## src/rtl/lisa_spi_pkg.sv

```systemverilog
// Shared SPI definitions for the LISA target and initiator: opcodes, FSM states
// and the address wrap helper.
package lisa_spi_pkg;

  localparam logic [7:0] OP_READ  = 8'h03;
  localparam logic [7:0] OP_WRITE = 8'h02;
  localparam logic [7:0] OP_QREAD = 8'hEB;
  localparam logic [7:0] OP_WREN  = 8'h06;

  typedef enum logic [2:0] {
    ST_IDLE,
    ST_CMD,
    ST_ADDR,
    ST_DUMMY,
    ST_RD,
    ST_WR,
    ST_IGNORE
  } spi_state_e;

  // Byte address confined to the active address width.
  function automatic logic [23:0] wrap_addr(input logic [23:0] a, input logic is_16b);
    return is_16b ? {8'h00, a[15:0]} : a;
  endfunction

endpackage

```

## src/rtl/lisa_spi_sync.sv

```systemverilog
// Two-flop synchronisers for the SPI pins plus sclk and ce_n edge detection
// on the synchronised signals.
module lisa_spi_sync (
  input  logic       clk,
  input  logic       rst_n,
  input  logic       sclk_i,
  input  logic       ce_n_i,
  input  logic [3:0] sio_i,
  output logic [3:0] sio_s,
  output logic       ce_n_s,
  output logic       sclk_rise,
  output logic       sclk_fall,
  output logic       ce_fall,
  output logic       ce_rise
);

  logic [1:0] sclk_ff;
  logic [1:0] ce_ff;
  logic [3:0] sio_ff1;
  logic [3:0] sio_ff2;
  logic       sclk_d;
  logic       ce_d;
  logic [1:0] hi_cnt;

  always_ff @(posedge clk) begin
    if (!rst_n) begin
      sclk_ff <= 2'b00;
      ce_ff   <= 2'b11;
      sio_ff1 <= 4'h0;
      sio_ff2 <= 4'h0;
      sclk_d  <= 1'b0;
      ce_d    <= 1'b1;
      hi_cnt  <= 2'd0;
    end else begin
      sclk_ff <= {sclk_ff[0], sclk_i};
      ce_ff   <= {ce_ff[0], ce_n_i};
      sio_ff1 <= sio_i;
      sio_ff2 <= sio_ff1;
      sclk_d  <= sclk_ff[1];
      ce_d    <= ce_ff[1];
      hi_cnt  <= !ce_ff[1] ? 2'd0 : ((hi_cnt == 2'd3) ? 2'd3 : hi_cnt + 2'd1);
    end
  end

  assign sio_s     = sio_ff2;
  assign ce_n_s    = ce_ff[1];
  assign sclk_rise = sclk_ff[1] & ~sclk_d;
  assign sclk_fall = ~sclk_ff[1] & sclk_d;
  assign ce_rise   = ce_ff[1] & ~ce_d;
  // A fall only counts after ce_n has been seen high for a while, so the idle
  // level forced by reset cannot fake a chip select on a bus already held low.
  assign ce_fall   = ce_d & ~ce_ff[1] & (hi_cnt == 2'd3);

endmodule

```

## src/rtl/lisa_spi_target.sv

```systemverilog
// SPI mode-0 memory target: single/quad command, address, dummy, read stream
// and write phases driving a simple byte-wide memory port.
module lisa_spi_target
  import lisa_spi_pkg::*;
(
  input  logic        clk,
  input  logic        rst_n,
  input  logic        sclk_i,
  input  logic        ce_n_i,
  input  logic [3:0]  sio_i,
  output logic [3:0]  sio_o,
  output logic [3:0]  sio_oe,
  input  logic        addr_16b,
  input  logic [3:0]  dummy_cycles,
  input  logic [7:0]  cmd_quad_write,
  output logic [23:0] mem_addr,
  output logic [7:0]  mem_wdata,
  output logic        mem_we,
  output logic        mem_re,
  input  logic [7:0]  mem_rdata,
  output logic        busy,
  output logic        cmd_err,
  input  logic        err_clr
);

  logic [3:0] sio_s;
  logic       ce_n_s, sclk_rise, sclk_fall, ce_fall, ce_rise;

  lisa_spi_sync u_sync (
    .clk       (clk),
    .rst_n     (rst_n),
    .sclk_i    (sclk_i),
    .ce_n_i    (ce_n_i),
    .sio_i     (sio_i),
    .sio_s     (sio_s),
    .ce_n_s    (ce_n_s),
    .sclk_rise (sclk_rise),
    .sclk_fall (sclk_fall),
    .ce_fall   (ce_fall),
    .ce_rise   (ce_rise)
  );

  spi_state_e  state_reg, state_next;
  logic [4:0]  bit_cnt_reg, bit_cnt_next;
  logic [7:0]  cmd_reg, cmd_next;
  logic        quad_reg, quad_next;
  logic [23:0] addr_reg, addr_next;
  logic [7:0]  shift_reg, shift_next;
  logic [3:0]  sio_o_reg, sio_o_next;
  logic [23:0] mem_addr_reg, mem_addr_next;
  logic [7:0]  mem_wdata_reg, mem_wdata_next;
  logic        mem_we_reg, mem_we_next;
  logic        mem_re_reg, mem_re_next;
  logic        re_d_reg;
  logic        cmd_err_reg, cmd_err_next;

  logic [7:0]  cmd_shift, byte_shift;
  logic [23:0] addr_shift, addr_done, addr_inc;
  logic [4:0]  byte_len;
  logic        last_bit;
  logic        err_set;

  assign cmd_shift  = {cmd_reg[6:0], sio_s[0]};
  assign byte_shift = quad_reg ? {shift_reg[3:0], sio_s} : {shift_reg[6:0], sio_s[0]};
  assign addr_shift = quad_reg ? {addr_reg[19:0], sio_s} : {addr_reg[22:0], sio_s[0]};
  assign addr_done  = wrap_addr(addr_shift, addr_16b);
  assign addr_inc   = wrap_addr(addr_reg + 24'd1, addr_16b);
  assign byte_len   = quad_reg ? 5'd2 : 5'd8;
  assign last_bit   = (bit_cnt_reg == 5'd1);

  always_ff @(posedge clk) begin
    if (!rst_n) begin
      state_reg     <= ST_IDLE;
      bit_cnt_reg   <= 5'd0;
      cmd_reg       <= 8'h00;
      quad_reg      <= 1'b0;
      addr_reg      <= 24'h0;
      shift_reg     <= 8'h00;
      sio_o_reg     <= 4'h0;
      mem_addr_reg  <= 24'h0;
      mem_wdata_reg <= 8'h00;
      mem_we_reg    <= 1'b0;
      mem_re_reg    <= 1'b0;
      re_d_reg      <= 1'b0;
      cmd_err_reg   <= 1'b0;
    end else begin
      state_reg     <= state_next;
      bit_cnt_reg   <= bit_cnt_next;
      cmd_reg       <= cmd_next;
      quad_reg      <= quad_next;
      addr_reg      <= addr_next;
      shift_reg     <= shift_next;
      sio_o_reg     <= sio_o_next;
      mem_addr_reg  <= mem_addr_next;
      mem_wdata_reg <= mem_wdata_next;
      mem_we_reg    <= mem_we_next;
      mem_re_reg    <= mem_re_next;
      re_d_reg      <= mem_re_reg;
      cmd_err_reg   <= cmd_err_next;
    end
  end

  always_comb begin
    state_next     = state_reg;
    bit_cnt_next   = bit_cnt_reg;
    cmd_next       = cmd_reg;
    quad_next      = quad_reg;
    addr_next      = addr_reg;
    shift_next     = shift_reg;
    sio_o_next     = (state_reg == ST_RD) ? sio_o_reg : 4'h0;
    mem_addr_next  = mem_addr_reg;
    mem_wdata_next = mem_wdata_reg;
    mem_we_next    = 1'b0;
    mem_re_next    = 1'b0;
    err_set        = 1'b0;

    // Read data arrives one clk after the strobe and refills the shifter.
    if (re_d_reg && state_reg == ST_RD) shift_next = mem_rdata;

    case (state_reg)
      ST_IDLE: begin
        if (ce_fall) begin
          state_next   = ST_CMD;
          bit_cnt_next = 5'd8;
          cmd_next     = 8'h00;
          addr_next    = 24'h0;
          quad_next    = 1'b0;
        end
      end
      ST_CMD: begin
        if (sclk_rise) begin
          cmd_next     = cmd_shift;
          bit_cnt_next = bit_cnt_reg - 5'd1;
          if (last_bit) begin
            if (cmd_shift == OP_READ || cmd_shift == OP_WRITE) begin
              state_next   = ST_ADDR;
              quad_next    = 1'b0;
              bit_cnt_next = addr_16b ? 5'd16 : 5'd24;
            end else if (cmd_shift == OP_QREAD || cmd_shift == cmd_quad_write) begin
              state_next   = ST_ADDR;
              quad_next    = 1'b1;
              bit_cnt_next = addr_16b ? 5'd4 : 5'd6;
            end else begin
              state_next = ST_IGNORE;
              err_set    = (cmd_shift != OP_WREN);
            end
          end
        end
      end
      ST_ADDR: begin
        if (sclk_rise) begin
          addr_next    = addr_shift;
          bit_cnt_next = bit_cnt_reg - 5'd1;
          if (last_bit) begin
            addr_next = addr_done;
            if (cmd_reg == OP_QREAD && dummy_cycles != 4'd0) begin
              state_next   = ST_DUMMY;
              bit_cnt_next = {1'b0, dummy_cycles};
            end else if (cmd_reg == OP_READ || cmd_reg == OP_QREAD) begin
              state_next    = ST_RD;
              mem_re_next   = 1'b1;
              mem_addr_next = addr_done;
              bit_cnt_next  = byte_len;
            end else begin
              state_next   = ST_WR;
              bit_cnt_next = byte_len;
            end
          end
        end
      end
      ST_DUMMY: begin
        if (sclk_rise) begin
          bit_cnt_next = bit_cnt_reg - 5'd1;
          if (last_bit) begin
            state_next    = ST_RD;
            mem_re_next   = 1'b1;
            mem_addr_next = addr_reg;
            bit_cnt_next  = byte_len;
          end
        end
      end
      ST_RD: begin
        if (sclk_fall) begin
          if (quad_reg) begin
            sio_o_next = shift_reg[7:4];
            shift_next = {shift_reg[3:0], 4'h0};
          end else begin
            sio_o_next = {2'b00, shift_reg[7], 1'b0};
            shift_next = {shift_reg[6:0], 1'b0};
          end
        end
        // Fetch the next byte as soon as the last unit of this one is sampled.
        if (sclk_rise) begin
          bit_cnt_next = bit_cnt_reg - 5'd1;
          if (last_bit) begin
            addr_next     = addr_inc;
            mem_re_next   = 1'b1;
            mem_addr_next = addr_inc;
            bit_cnt_next  = byte_len;
          end
        end
      end
      ST_WR: begin
        if (sclk_rise) begin
          shift_next   = byte_shift;
          bit_cnt_next = bit_cnt_reg - 5'd1;
          if (last_bit) begin
            mem_wdata_next = byte_shift;
            mem_we_next    = 1'b1;
            mem_addr_next  = addr_reg;
            addr_next      = addr_inc;
            bit_cnt_next   = byte_len;
          end
        end
      end
      default: ;
    endcase

    if (ce_rise) begin
      state_next  = ST_IDLE;
      sio_o_next  = 4'h0;
      mem_we_next = 1'b0;
      mem_re_next = 1'b0;
    end

    cmd_err_next = err_set ? 1'b1 : (err_clr ? 1'b0 : cmd_err_reg);
  end

  assign sio_o     = sio_o_reg;
  assign sio_oe    = (state_reg == ST_RD) ? (quad_reg ? 4'hF : 4'b0010) : 4'h0;
  assign mem_addr  = mem_addr_reg;
  assign mem_wdata = mem_wdata_reg;
  assign mem_we    = mem_we_reg;
  assign mem_re    = mem_re_reg;
  assign busy      = ~ce_n_s;
  assign cmd_err   = cmd_err_reg;

endmodule

```

## config.mk

```make
export PLATFORM = sky130hd
export DESIGN_NAME = lisa_spi_target
export DESIGN_NICKNAME = d
export VERILOG_FILES = /design/src/rtl/lisa_spi_pkg.sv /design/src/rtl/lisa_spi_sync.sv /design/src/rtl/lisa_spi_target.sv
export SDC_FILE = /design/constraint.sdc
export NUM_CORES = 1
export LEC_CHECK = 0
export ABC_CLOCK_PERIOD_IN_PS = 2300
export CAP_MARGIN = 20
export CORE_MARGIN = 2
export CORE_UTILIZATION = 40
export CTS_BUF_LIST = sky130_fd_sc_hd__clkbuf_16
export CTS_CLUSTER_SIZE = 16
export DETAILED_ROUTE_END_ITERATION = 7
export SETUP_SLACK_MARGIN = 0.5
export SKIP_LAST_GASP = 1
export SLEW_MARGIN = 10
export SYNTH_ARGS = -nofsm -noshare
export SYNTH_HDL_FRONTEND = slang
export SYNTH_SLANG_ARGS = --single-unit
```

## constraint.sdc

```tcl
create_clock -name clk -period 2.3 [get_ports clk]
set_input_delay 0.46 -clock clk [delete_from_list [all_inputs] [get_ports clk]]
set_output_delay 0.46 -clock clk [all_outputs]
set_load 0.005 [all_outputs]
```

== After elaboration in Yosys (flattened, before gate mapping) ==
Cells that the tools add are included.
Storage, ports and cells
  memories: 0
  RAM bits: 0
  latch bits: 0
  memory bits (read-only): 0
  register bits: 105
  word-level logic and storage cells: 170
  input bits: 30
Operators by class
  shift-type cells: 0
  multipliers: 0
  reduce and logical (&&, ||, !) cells: 27
  add/sub/neg operators: 3
  div/mod/pow operators: 0
  equal/unequal tests: 31
  mux-type cells: 78
  $lt $le $gt $ge: 0
  bitwise logic cells: 11
Operators by type and width (count)
  24-bit 2-to-1 mux: 14
  24-bit one-hot mux with 3 select lines: 2
  8-bit 2-to-1 mux: 7
  5-bit 2-to-1 mux: 9
  4-bit 2-to-1 mux: 9
  8-bit one-hot mux with 2 select lines: 2
  3-bit 2-to-1 mux: 10
  24-bit by 1-bit adder with 24-bit output (second input constant): 1
  8-bit by 2-bit equality test with 1-bit output (second input constant): 3
  2-bit inequality test (second input constant): 11
  5-bit one-hot mux with 4 select lines: 1
  1-bit 2-to-1 mux: 19
  8-bit equality test (second input constant): 2
  5-bit AND reduction: 3
  3-bit one-hot mux with 4 select lines: 1
  4-bit nonzero test: 3
  2-bit by 1-bit inequality test with 1-bit output (second input constant): 5
  9-bit AND reduction: 1
  8-bit equality test: 1
  8-bit by 3-bit inequality test with 1-bit output (second input constant): 1
  8-bit AND reduction: 1
  2-bit OR reduction: 4
  3-bit by 2-bit equality test with 1-bit output (second input constant): 2
  3-bit equality test (second input constant): 2
  18 further kinds: 36

== Logic depth before layout (Yosys ltp) ==
Gate-level depths: netlist (run 1).
  depth after elaboration: 8
  gate-level depth with buffers: 10
  depth with buffers taken out: 8

== Modules after synthesis ==
From an unflattened synthesis (run 1), not the netlist that was laid out.
Unflattened totals
  cell total of the unflattened synthesis: 792
  area, all modules: 6304.8 µm²
By module, submodules not included
  lisa_spi_target: area each 5828.1 µm², instances 1, sequential area each 1781.7 µm², cells each 752
  lisa_spi_sync: area each 476.7 µm², instances 1, sequential area each 320.3 µm², cells each 40

== Worst setup path before layout (run 1) ==
Ideal clock, no wire load.
  path type: reg-to-reg
  start point: register addr_reg[1]
  end point: register mem_addr_reg[20], in the netlist mem_addr[20]
  data arrival time: 2202 ps
  stages on the path, launching flop included: 9
  setup slack: 39 ps
  cell sequence: dfxtp_1 ha_1 nand3_2 or2_1 buf_6 or4_4 or3_1 o211ai_1 o31a_1
Between the ends
  word-level cells in the longest chain between the ends: 5
RTL lines
  from (decl): RTL line lisa_spi_target.sv:47  | logic [23:0] addr_reg, addr_next;
  from (signal assigned): RTL line lisa_spi_target.sv:91  | addr_reg <= addr_next;
  24-bit by 1-bit adder with 24-bit output: RTL line lisa_spi_target.sv:67  | assign addr_inc = wrap_addr(addr_reg + 24'd1, addr_16b);
  24-bit 2-to-1 mux: RTL line lisa_spi_pkg.sv:22  | return is_16b ? {8'h00, a[15:0]} : a;
  24-bit 2-to-1 mux: RTL line lisa_spi_target.sv:195  | if (last_bit) begin
  24-bit 2-to-1 mux: RTL line lisa_spi_target.sv:193  | if (sclk_rise) begin
  24-bit one-hot mux with 3 select lines: RTL line lisa_spi_target.sv:120  | case (state_reg)
  to (signal assigned): RTL line lisa_spi_target.sv:94  | mem_addr_reg <= mem_addr_next;
  to (decl): RTL line lisa_spi_target.sv:50  | logic [23:0] mem_addr_reg, mem_addr_next;
No other way between the ends. The select of a mux whose other input is x is not followed.
A chain may end at the register's enable or synchronous reset.

== Worst setup path after layout (run 1) ==
Same ends and word-level chain as after synthesis.

==> impl_metrics.toml, run 1 <==
[route]
dr_total_vias = 6826
initialDrtViolationCount = 613
post_drt_wl_per_cell_um = 19.6
ant_nets = 0
drcViolationCount = 0
drt_pre_antenna_iters = 5
routed_wl_um = 22100
via_per_inst = 6.06

[clock_network]
clockBufferDepth = 2
clkLatencyLatePin_ns = 0.37
numCtsBuffers = 9
clock-sinks = 105
path_clk_slew_ns = 0.08
cts_max_level = 3
hold_buffers = 0
cts_tree = "built"
root_buffer = "clkbuf_16"

[timing]
timing.final.crit_share_pct = 82.7
fmax_mhz = 526
drv_slew = 0
fin_crit_ns = 1.90
finalHoldViolCount = 0
relSlewSlack_pct = 64.7
fin_setup_tns_ns = 0
rsz0062_at_grt = "true"
layout_setup_ws_ns = 0.398
tightest_slew_ns = 0.529
setup_violations = 0
finalClockSkew_ns = 0.0125

[power]
internal_power_mw = 2.67
p_seq_share_pct = 52.0
pwr-share-clk_pct = 41.8
p_leak_nw = 3.23
pwr-share-comb_pct = 6.2
switching_share_pct = 24.8
p_switching_uw = 882
power_density_nw_per_um2 = 395
ir_worst_vdd_mv = 0.385

[synthesis]
syn_area_per_cell_um2 = 7.69
syn_area_um2 = 6100
synth-edff-count = 0
async_reset_ff_share_pct = 0
synth_flop_cell = "dfxtp_1"
synthTopCellsByArea = "dfxtp_1 (34%), a21oi_1 (5.7%), mux2i_1 (4.9%)"
ys_top_cells_by_count = "dfxtp_1 (105), nor2_1 (78), nand2_1 (75)"
syn-num-nets = 826
ys_types = 64
synth_top_area_cell = "dfxtp_1"
yosysSeqAreaShare_pct = 34.5
synth_top_area_share_pct = 34.5
synth_most_common_cell = "dfxtp_1"
syn_inst = 793
yosys_warnings = 0
ys_seq_elements = 105

[critical_path]
worstPathArrival_ns = 2.21
cp_max_fo = 3
cp_slowest_cell = "or4_4"
crit_chain = "ha_4 -> nand3_4 -> or2_4 -> or4_4 -> or3_1 -> o211ai_1 -> o31a_1"
critical_path_class = "reg2reg"
required_ns = 2.61
critPathLaunchType = "register"
crit_path_max_incr_delay_ns = 0.44
cp-end-kind = "register"

[die]
start_util_pct = 40.6
core_area_um2 = 15000
ioPinCount = 74
fp.dieH_um = 127
die_width_um = 127
rows = 45
dieArea_um2 = 16200

[cells_and_area]
final_cells = 1127
n_antenna_cell = 0
drive_gt1_share_pct = 31.1
nFillCells = 1280
final_nets = 967
syn_to_final_growth_pct = 47.4
final_cell_area_um2 = 8990

[job]
cap_violations = 0

[placed_design]
port_buffers = 73
place_ws_ns = -0.341
placed_cell_area_um2 = 7440
dp_cells = 1059
routabilityCongestion = 0.948
dp_hpwl_um = 13900

[global_route]
grtUsageTotal_pct = 26.0
antenna_found_initial = 0
grt_max_degree = 58
overflow = 0
grt_pass1_vias = 6435
grt_first_pass_wirelength_um = 33800

[hold_path]
worstHoldPathType = "reg2reg"

[status]
status = "finished clean"
power groups by stage:
stage | sequential (mW) | combinational, mW | clock [mW]
floorplan | 1.88 | 0.113 | 0
global placement | 1.89 | 0.205 | 0
detailed placement | 1.89 | 0.207 | 0
CTS | 1.85 | 0.211 | 1.52
global route | 1.85 | 0.234 | 1.59
finish | 1.85 | 0.220 | 1.49
stage by stage:
| stage | hold slack [ns] | util [%] | power [mW] |
|---|---|---|---|
| floorplan | 0.386 | - | 1.99 |
| global placement | 0.390 | 49.5 | 2.10 |
| detailed placement | 0.396 | 49.5 | 2.10 |
| CTS | 0.416 | 55.7 | 3.57 |
| global route | 0.425 | 59.8 | 3.67 |
| finish | 0.411 | 59.8 | 3.55 |
final timing paths:
path	cells past startpoint	slack [ns]	start	end
worst max-delay path	7	0.40	addr_reg[1]	mem_addr[20]
worst min-delay path	1	0.41	u_sync.ce_ff[0]	u_sync.ce_ff[1]
worst max register to register	7	0.40	addr_reg[1]	mem_addr[20]
worst min register to register	1	0.41	u_sync.ce_ff[0]	u_sync.ce_ff[1]
critical path: cells and delay by family, from the launching register on:
family | cells | cell delay [ns]
DFF | 1 | 0.37
and+or+nand+nor | 4 | 1.09
AOI/OAI and AO/OA | 2 | 0.21
adders and majority gates | 1 | 0.16
timing repair:
action	in CTS	in global routing
gates resized for setup	119	127
gates cloned	4	3
pin swaps	37	43
endpoints found under the setup margin	78	84
hold endpoints to repair	0	0
buffers inserted	31	14
layout make-up:
cell class | instances | area [um2] | area share [%]
Inverter | 19 | 73.8 | 0.821
Clock buffer | 9 | 225 | 2.51
Clock inverter | 7 | 46.3 | 0.515
Multi-Input combinational cell | 596 | 4260 | 47.4
Timing Repair Buffer | 203 | 2000 | 22.3
Sequential cell | 105 | 2150 | 23.9
Tap cell | 188 | 235 | 2.62
placed cells by master (no fill, tap or decap), types with 11 or more instances in the layout:
cell type        count
a211oi_1            11
a21oi_1             56
a21oi_2             12
a22oi_1             12
a31oi_1             13
and2_1              15
buf_4               91
buf_6               26
clkbuf_16           11
clkdlybuf4s50_1     57
dfxtp_1             84
dfxtp_2             14
inv_1               17
mux2i_1             30
nand2_1             68
nand3_1             24
nor2_1              65
nor3_1              14
o21ai_0             28
o21ai_1             14
kinds of logic (layout without fill, tap and decap cells):
family	count (synthesis)	count (layout)	share of synthesized area, %
XOR/XNOR	13	13	1.87
adder cells (fa/ha/maj)	4	4	0.780
AND/OR/NAND/NOR	293	293	23.8
buffers and inverters	92	238	6.67
multiplexers	34	34	5.66
AO/OA/AOI/OAI	252	252	26.8
flip-flops	105	105	34.5
metal layers:
layer / vias to the layer above / track usage [%] / wire length [um]
li1: 3190 / - / -
met1: 3223 / 35.2 / 9530
met2: 357 / 42.1 / 10300
met3: 56 / 5.15 / 1630
met4: 0 / 7.95 / 602
met5: - / 0 / 0
No activity file was read; power rests on OpenSTA's default activity.
==> inputs of run 2 (changes only) <==
Settings changed: ABC_CLOCK_PERIOD_IN_PS 2300 to 1800.
Clock period 2.3 ns to 1.8 ns, I/O delays scaled along.
==> impl_metrics.toml, run 2 (synthesis results as in run 1) <==
[placed_design]
port_buffers = 73
dp_hpwl_um = 15400
placed_cell_area_um2 = 8180
routabilityCongestion = 0.931

[critical_path]
worstPathArrival_ns = 2.27
r2r_setup_slack_ns = -0.18
cp-end-kind = "register"
required_ns = 2.09
worstSetupStartpoint = "state_reg[1]"
cp_max_fo = 12
reg2reg_depth = 9
r2r-end = "mem_addr[6]"
critical_path_class = "reg2reg"
rr_startpoint = "state_reg[1]"
critPathLaunchType = "register"

[status]
status = "complete, but fails checks"
violations = "negative setup slack"

[power]
ir_worst_vdd_mv = 0.548
switching_share_pct = 23.7
p_leak_nw = 3.98
power_mw = 4.85
pwr-share-clk_pct = 44.7
power_density_nw_per_um2 = 462
p_switching_mw = 1.15
pwr-share-comb_pct = 6.9
internal_power_mw = 3.70
p_seq_share_pct = 48.5

[cells_and_area]
n_antenna_cell = 0
multi_input_area_um2 = 4670
syn_to_final_growth_pct = 72.3
final_nets = 1094
nFillCells = 1141
mostFrequentLayoutCell = "buf_4"
regArea_um2 = 2180
drive_gt1_share_pct = 48.8
layout_common_cells = "buf_4 (179), nand2_1 (65), buf_6 (59), nor2_1 (57), dfxtp_2 (53)"
final_cell_area_um2 = 10500

[route]
drt_pre_antenna_iters = 6
post_drt_wl_per_cell_um = 20.1
routed_wl_um = 25100
initialDrtViolationCount = 873
dr_total_vias = 7496
ant_nets = 0
via_per_inst = 5.98
drcViolationCount = 0

[global_route]
grtUsageTotal_pct = 29.4
grt_pass1_vias = 7160
antenna_found_initial = 0
grt_max_degree = 40
overflow = 0
grt_first_pass_wirelength_um = 38000

[clock_network]
root_buffer = "clkbuf_16"
clkLatencyLatePin_ns = 0.36
cts_tree = "built"
numCtsBuffers = 9
clock-sinks = 105
hold_buffers = 0
clockBufferDepth = 2
cts_max_level = 3
path_clk_slew_ns = 0.07

[die]
start_util_pct = 40.6
fp.dieH_um = 127
rows = 45
core_area_um2 = 15000
die_width_um = 127
ioPinCount = 74
dieArea_um2 = 16200

[hold_path]
hold_path_end = "u_sync.ce_ff[1]"
hp-start = "u_sync.ce_ff[0]"
whs_path_depth = 1
worstHoldPathType = "reg2reg"

[timing]
relSlewSlack_pct = 66.7
rsz0062_at_grt = "true"
finalHoldViolCount = 0
timing.final.crit_share_pct = 110
fin_crit_ns = 1.98
layout_setup_ws_ns = -0.181
finalClockSkew_ns = 0.00939
fmax_mhz = 505
tightest_slew_ns = 0.497
drv_slew = 0
setup_violations = 43

[job]
cap_violations = 0
==> run 2: changes by cell type in the layout (fill, tap and decap cells not counted), moves of 32 or more <==
cell,before,now
buf_4,91,179
dfxtp_2,14,53
dfxtp_1,84,48
buf_6,26,59
clkdlybuf4s15_1,1,34
clkdlybuf4s50_1,57,25
==> run 2: worst max-delay path by stage <==
stage,endpoint,slack (ns),cells after the start
finish,mem_addr[6],-0.18,9
global route,addr_reg[18],-0.24,9
CTS,mem_addr[20],-0.16,7
detailed placement,mem_addr[22],-0.72,8
global placement,mem_addr[19],-0.66,7
floorplan,mem_addr[20],-0.21,8
==> run 2: stage by stage <==
step / utilization, % / cells / TNS (ns) / hold WS, ns / setup WS, ns
detailed placement: 54.4 / 1126 / -20.64 / 0.397 / -0.717
global placement: 54.4 / 1126 / -18.88 / 0.391 / -0.662
global route: 69.9 / 1253 / -7.12 / 0.454 / -0.243
floorplan: - / 793 / -1.68 / 0.386 / -0.208
finish: 69.9 / 1253 / -3.92 / 0.419 / -0.181
CTS: 65.7 / 1226 / -1.60 / 0.411 / -0.158
==> run 2: cell type report <==
type	instances	share of cell area, %
Multi-Input combinational cell	599	44.5
Timing Repair Buffer	327	28.9
Sequential cell	105	20.8
Tap cell	188	2.24
Clock buffer	9	2.14
Clock inverter	6	0.798
Inverter	19	0.691
==> run 2: metal layers <==
metal | part of all wire (%) | GRT usage (%) | vias up | wire length, um
met1 | 42 | 38.9 | 3649 | 10600
met5 | 0 | 0 | - | 0
li1 | - | - | 3436 | -
met3 | 6.6 | 5.23 | 62 | 1650
met2 | 49 | 48.8 | 349 | 12200
met4 | 2.5 | 9.57 | 0 | 629
==> run 2: critical path, cell delays in order (launching register included) <==
cell	delay [ns]
dfxtp_4	0.38
buf_6	0.11
buf_6	0.11
nand3b_1	0.20
buf_4	0.20
and2_4	0.15
buf_6	0.17
a32oi_4	0.23
o311ai_4	0.16
a21oi_1	0.18
==> run 2: repair_timing <==
action,in CTS,in global routing
endpoints found under the setup margin,131,113
resized for setup,305,105
cloned,9,0
pin swaps,85,62
buffers inserted,76,27
==> run 2: power groups by stage <==
stage | clock, mW | sequential, mW | combinational, mW
floorplan | 0 | 2.40 | 0.177
global placement | 0 | 2.41 | 0.292
detailed placement | 0 | 2.41 | 0.297
CTS | 2.18 | 2.35 | 0.316
global route | 2.28 | 2.36 | 0.351
finish | 2.17 | 2.35 | 0.332
